--- config.mk ---
export PLATFORM = sky130hd
export DESIGN_NAME = cla_pipe_adder
export DESIGN_NICKNAME = d
export VERILOG_FILES = /design/src/rtl/cla_pkg.sv /design/src/rtl/cla_group.sv /design/src/rtl/cla_pipe_adder.sv
export SDC_FILE = /design/constraint.sdc
export NUM_CORES = 1
export LEC_CHECK = 0
export CORE_ASPECT_RATIO = 1.2
export CORE_MARGIN = 2
export CORE_UTILIZATION = 40
export DETAILED_ROUTE_END_ITERATION = 8
export PLACE_DENSITY_LB_ADDON = 0.15
export SLEW_MARGIN = 25
export SYNTH_ARGS = -nofsm -noshare
export SYNTH_HDL_FRONTEND = slang
export SYNTH_HIERARCHICAL = 1
export SYNTH_SLANG_ARGS = --single-unit
--- constraint.sdc ---
create_clock -name clk -period 4.8 [get_ports clk]
set_clock_uncertainty 0.2 [all_clocks]
set_input_delay 0.72 -clock clk [delete_from_list [all_inputs] [get_ports clk]]
set_output_delay 0.72 -clock clk [all_outputs]
set_load 0.05 [all_outputs]
--- src/rtl/cla_pkg.sv ---
`default_nettype none
// ============================================================================
// Module   : cla_pkg
// Purpose  : Shared constants, NSTAGE helper and pipeline stage record for
//            the pipelined carry-lookahead adder. Macro: CLA_OVF_EN.
// Revision : 1.0 - initial release
// ============================================================================
package cla_pkg;

   localparam int CLA_GROUP_DEFAULT = 4;
   localparam int CLA_GROUP_MIN     = 1;
   localparam int CLA_GROUP_MAX     = 8;
   localparam int CLA_MAX_WIDTH     = 64;

   function automatic int cla_nstage(input int width, input int group);
      return width / group;
   endfunction

   // Bits above the configured WIDTH stay zero and are trimmed by synthesis.
   typedef struct packed {
      logic                     valid;
      logic                     carry;
`ifdef CLA_OVF_EN
      logic                     ovf;
`endif
      logic [CLA_MAX_WIDTH-1:0] sum;
      logic [CLA_MAX_WIDTH-1:0] a;
      logic [CLA_MAX_WIDTH-1:0] b;
   } stage_t;

endpackage
`default_nettype wire

--- src/rtl/cla_group.sv ---
`default_nettype none
// ============================================================================
// Module   : cla_group
// Purpose  : GROUP-bit combinational carry-lookahead slice. Macro: CLA_OVF_EN
//            adds the carry-into-MSB output used for signed overflow.
// Revision : 1.0 - initial release
// ============================================================================
module cla_group #(
   parameter int GROUP = 4
) (
   input  logic [GROUP-1:0] a,
   input  logic [GROUP-1:0] b,
   input  logic             cin,
   output logic [GROUP-1:0] sum,
`ifdef CLA_OVF_EN
   output logic             cmsb,
`endif
   output logic             cout
);

   logic [GROUP-1:0] gen;
   logic [GROUP-1:0] prop;
   logic [GROUP:0]   carry;
   logic             term;
   logic             acc;

   assign gen  = a & b;
   assign prop = a ^ b;

   // Every carry is a flat sum of products of g, p and cin; no ripple chain.
   always_comb begin
      carry    = '0;
      term     = 1'b0;
      acc      = 1'b0;
      carry[0] = cin;
      for (int i = 0; i < GROUP; i++) begin
         acc = cin;
         for (int j = 0; j <= i; j++) begin
            acc = acc & prop[j];
         end
         for (int j = 0; j <= i; j++) begin
            term = gen[j];
            for (int k = j + 1; k <= i; k++) begin
               term = term & prop[k];
            end
            acc = acc | term;
         end
         carry[i+1] = acc;
      end
   end

   assign sum  = prop ^ carry[GROUP-1:0];
   assign cout = carry[GROUP];
`ifdef CLA_OVF_EN
   assign cmsb = carry[GROUP-1];
`endif

endmodule
`default_nettype wire

--- src/rtl/cla_pipe_adder.sv ---
`default_nettype none
// ============================================================================
// Module   : cla_pipe_adder
// Purpose  : Pipelined carry-lookahead adder/subtractor, one GROUP-bit group
//            per stage, valid/ready on both sides. Macro: CLA_OVF_EN.
// Revision : 1.0 - initial release
// ============================================================================
module cla_pipe_adder
   import cla_pkg::*;
#(
   parameter int WIDTH = 16,
   parameter int GROUP = CLA_GROUP_DEFAULT
) (
   input  logic             clk,
   input  logic             rst,
   input  logic             in_valid,
   output logic             in_ready,
   input  logic [WIDTH-1:0] in_a,
   input  logic [WIDTH-1:0] in_b,
   input  logic             in_cin,
   input  logic             in_sub,
   output logic             out_valid,
   input  logic             out_ready,
   output logic [WIDTH-1:0] out_sum,
`ifdef CLA_OVF_EN
   output logic             out_ovf,
`endif
   output logic             out_cout
);

   localparam int NSTAGE = cla_nstage(WIDTH, GROUP);

   if ((GROUP < CLA_GROUP_MIN) || (GROUP > CLA_GROUP_MAX)) begin : g_bad_group
      $error("cla_pipe_adder: GROUP out of range");
   end
   if ((WIDTH % GROUP) != 0) begin : g_bad_width
      $error("cla_pipe_adder: WIDTH must be a multiple of GROUP");
   end
   if (WIDTH > CLA_MAX_WIDTH) begin : g_too_wide
      $error("cla_pipe_adder: WIDTH exceeds CLA_MAX_WIDTH");
   end

   // stg[0] holds the accepted beat; stg[k+1] holds it after group k resolved.
   stage_t stg [0:NSTAGE];
   stage_t entry;
   logic   advance;

   assign advance  = !stg[NSTAGE].valid || out_ready;
   assign in_ready = advance;

   always_comb begin
      entry               = '0;
      entry.valid         = in_valid;
      entry.carry         = in_sub | in_cin;
      entry.a[WIDTH-1:0]  = in_a;
      entry.b[WIDTH-1:0]  = in_b ^ {WIDTH{in_sub}};
   end

   always_ff @(posedge clk) begin
      if (rst) begin
         stg[0] <= '0;
      end else if (advance) begin
         stg[0] <= entry;
      end
   end

   for (genvar k = 0; k < NSTAGE; k++) begin : g_stage
      stage_t           cur;
      stage_t           nxt;
      logic [GROUP-1:0] gsum;
      logic             gcout;
`ifdef CLA_OVF_EN
      logic             gcmsb;
`endif

      assign cur = stg[k];

      cla_group #(
         .GROUP (GROUP)
      ) u_group (
         .a    (cur.a[k*GROUP +: GROUP]),
         .b    (cur.b[k*GROUP +: GROUP]),
         .cin  (cur.carry),
         .sum  (gsum),
`ifdef CLA_OVF_EN
         .cmsb (gcmsb),
`endif
         .cout (gcout)
      );

      // Overflow is refreshed every stage; only the top group's value survives.
      always_comb begin
         nxt                       = cur;
         nxt.sum[k*GROUP +: GROUP] = gsum;
         nxt.carry                 = gcout;
`ifdef CLA_OVF_EN
         nxt.ovf                   = gcmsb ^ gcout;
`endif
      end

      always_ff @(posedge clk) begin
         if (rst) begin
            stg[k+1] <= '0;
         end else if (advance) begin
            stg[k+1] <= nxt;
         end
      end
   end

   assign out_valid = stg[NSTAGE].valid;
   assign out_sum   = stg[NSTAGE].sum[WIDTH-1:0];
   assign out_cout  = stg[NSTAGE].carry;
`ifdef CLA_OVF_EN
   assign out_ovf   = stg[NSTAGE].ovf;
`endif

endmodule
`default_nettype wire

==> reports/metrics.cfg <==
[critical_path]
r2r-end = stg[1][15]
cp_num_buf_inv = 3
critPathKind = in2out
path_cells = clkdlybuf4s50_1 -> nor2b_4 -> inv_1 -> clkdlybuf4s50_1
critical_path.max_fanout = 4
cp_slowest_cell = clkdlybuf4s50_1
reg2reg_slack_ps = 2550
required_ps = 3880
worstReg2RegStart = stg[4][193]
cp-end-kind = output port
critical-path-top-delay-family = buffers and inverters
rr_worst_depth = 4
crit_top_cell = clkdlybuf4s50_1
cp_slowest_stage_delay_ps = 810
startpoint_type = input port
cp_data_arrival_time_ps = 2180

[timing]
fin_hold_ws_ps = 359
fin_crit_sh_pct = 64.6
rsz0062_at_grt = false
period_needed_ps = 3100
hold_viol = 0
fin_tns_setup_ps = 0
fin_ws_ps = 1700
drv_slew = 0
slew_headroom_pct = 37.2
fmax_mhz = 323
worst_pin_slew_ps = 942
setup_viol = 0

[clock_network]
numCtsBuffers = 17
cts-resized-gates = 0
clock_latency_ps = 410
cts_tree = built
cts-root-buf = clkbuf_16
clockBufferDepth = 2
clock-sinks = 130
holdBufCountCts = 0
path_clk_slew_ps = 60
htree_levels = 4
post-cts-setup-buffer-count = 0

[route]
drcViolationCount = 0
wl_per_cell_um = 13.6
first_pass_iters = 4
viasPerCell = 4.65
route.vias.total = 3010
wirelength_um = 8830
drtIter0Drc = 163
postRouteAntennaNets = 0

[outcome]
status = completed

[layout]
diodes = 0
largest_register_ffs = 130
area_growth_pct = 20.2
fin_area_um2 = 7500
finalNetCount = 488
multiInputGateArea_um2 = 2090
largest_register = stg
register_area_um2 = 3900
postLayoutCoreUtil_pct = 48.6
top_regs = stg x130
fillers = 1361
drive_above_1_share_pct = 27.8
finalNonFillerCells = 647

[synthesis]
synth_ff_type = edfxtp_1
async_flop_share_pct = 0
synth_top_family_by_area = simple AND/OR/NAND/NOR gates
yosysTopAreaCell = edfxtp_1
synth.top_cell.area_share_pct = 62.5
synth.avg_cell_area_um2 = 16.6
synthAdderAreaFrac_pct = 5.29
syn_inst = 376
synth_fp_nets = 438
muxShareOfSynthArea_pct = 0
synth_edf_count = 130
synth-compound-area-share_pct = 1.92
ys_ff_latch = 130
ys_seq_area_share_pct = 62.5
synth_common_cells = edfxtp_1, nor3b_2, nor3b_1
synth_cell_types = 25
yosys.area_share.simple_pct = 22.1
synth.area.top_cells = edfxtp_1, nor3b_2, nor3b_1, ha_1, xnor2_1
synth-xor-area-share_pct = 3.93
post-synth-top-count-cell = edfxtp_1
ys.warnings.count = 6
syn-cell-area_um2 = 6240

[die]
rows = 50
io_pins = 57
die_h_um = 141
die_w_um = 118
start_util_pct = 40.4
core_area_um2 = 15500
die-area_um2 = 16600

[placement]
dp_cells = 615
place_ws_ps = 1680
postPlaceCellArea_um2 = 6890
hpwl_um = 5050
gp_congestion = 0.704
numPortBuffers = 56

[min_path]
hold_start = stg[2][76]
worst_hold_path.endpoint = stg[3][76]
hold-path-cell-count = 1
hold_path.class = reg2reg

[pwr]
p_total_mw = 2.86
power_density_nw_per_um2 = 381
ir_drop_uv = 202
leakage_nw = 2.93

[global_route]
grt_use_met1_pct = 14.2
grt_first_pass_wirelength_um = 15000
grt_overflow = 0
grt_max_degree = 69
grt_pass1_vias = 3113
grt_util_all_layers_pct = 11.4
gr-usage-met2_pct = 18.1
grtUsageMet3_pct = 3.40
grt_antenna_before_repair = 0
busiest_layer = met2

[run]
max_cap_viol_count = 0

## layout by cell type, fill, tap and decap left out, drive strengths merged
cell type      instances
xnor2                 21
clkbuf                17
clkinvlp               5
nand2                  4
clkdlybuf4s50         55
a21oi                  4
xor2                   7
bufinv                 4
nand2b                 1
nor3                  17
clkinv                 6
nor2b                  1
fa                     4
nor3b                113
o211ai                 4
buf                    8
inv                    5
a21o                   4
o21a                   4
edfxtp               130
nor2                   5
ha                    20
## worst max-delay path by stage
stage	cells past startpoint	slack [ps]	to	start
3_3_place_gp	4	1650	in_ready	out_ready
3_5_place_dp	4	1680	in_ready	out_ready
6_report	4	1700	in_ready	out_ready
2_1_floorplan	3	1510	stg[0][0]	rst
4_1_cts	4	1670	in_ready	out_ready
5_1_grt	4	1650	in_ready	out_ready
## metal layers
metal	share of wire, %	up-vias
met4	2.1	0
met5	0	-
li1	-	1503
met2	49	58
met3	4.0	14
met1	45	1435
## report_power, final
| group | switching, mW | internal (mW) | leakage (nW) |
|---|---|---|---|
| sequential | 0.0165 | 1.31 | 1.55 |
| clock | 0.470 | 0.862 | 0.284 |
| combinational | 0.0943 | 0.106 | 1.09 |
| total | 0.581 | 2.28 | 2.93 |
## area by class of cell
| class | count | share of cell area (%) |
|---|---|---|
| Tap cell | 208 | 3.47 |
| Clock buffer | 17 | 5.67 |
| Timing Repair Buffer | 63 | 8.19 |
| Multi-Input combinational cell | 209 | 27.9 |
| Sequential cell | 130 | 52.0 |
| Inverter | 5 | 0.250 |
| Clock inverter | 15 | 2.55 |
## cell families (layout without fill, tap and decap cells)
| family | count (synthesis) | in the layout |
|---|---|---|
| flip-flops | 130 | 130 |
| XOR/XNOR | 28 | 28 |
| AO/OA/AOI/OAI | 16 | 16 |
| AND/OR/NAND/NOR | 141 | 141 |
| adder cells (fa/ha/maj) | 24 | 24 |
| buffers and inverters | 37 | 100 |
## worst reg2reg max path, stage by stage, from the launching register on
cell      delay [ps]
edfxtp_1         340
nor2b_4          200
buf_4            370
buf_4            700
nor3b_1          130
Note: power is estimated with default switching activity, not from simulation.
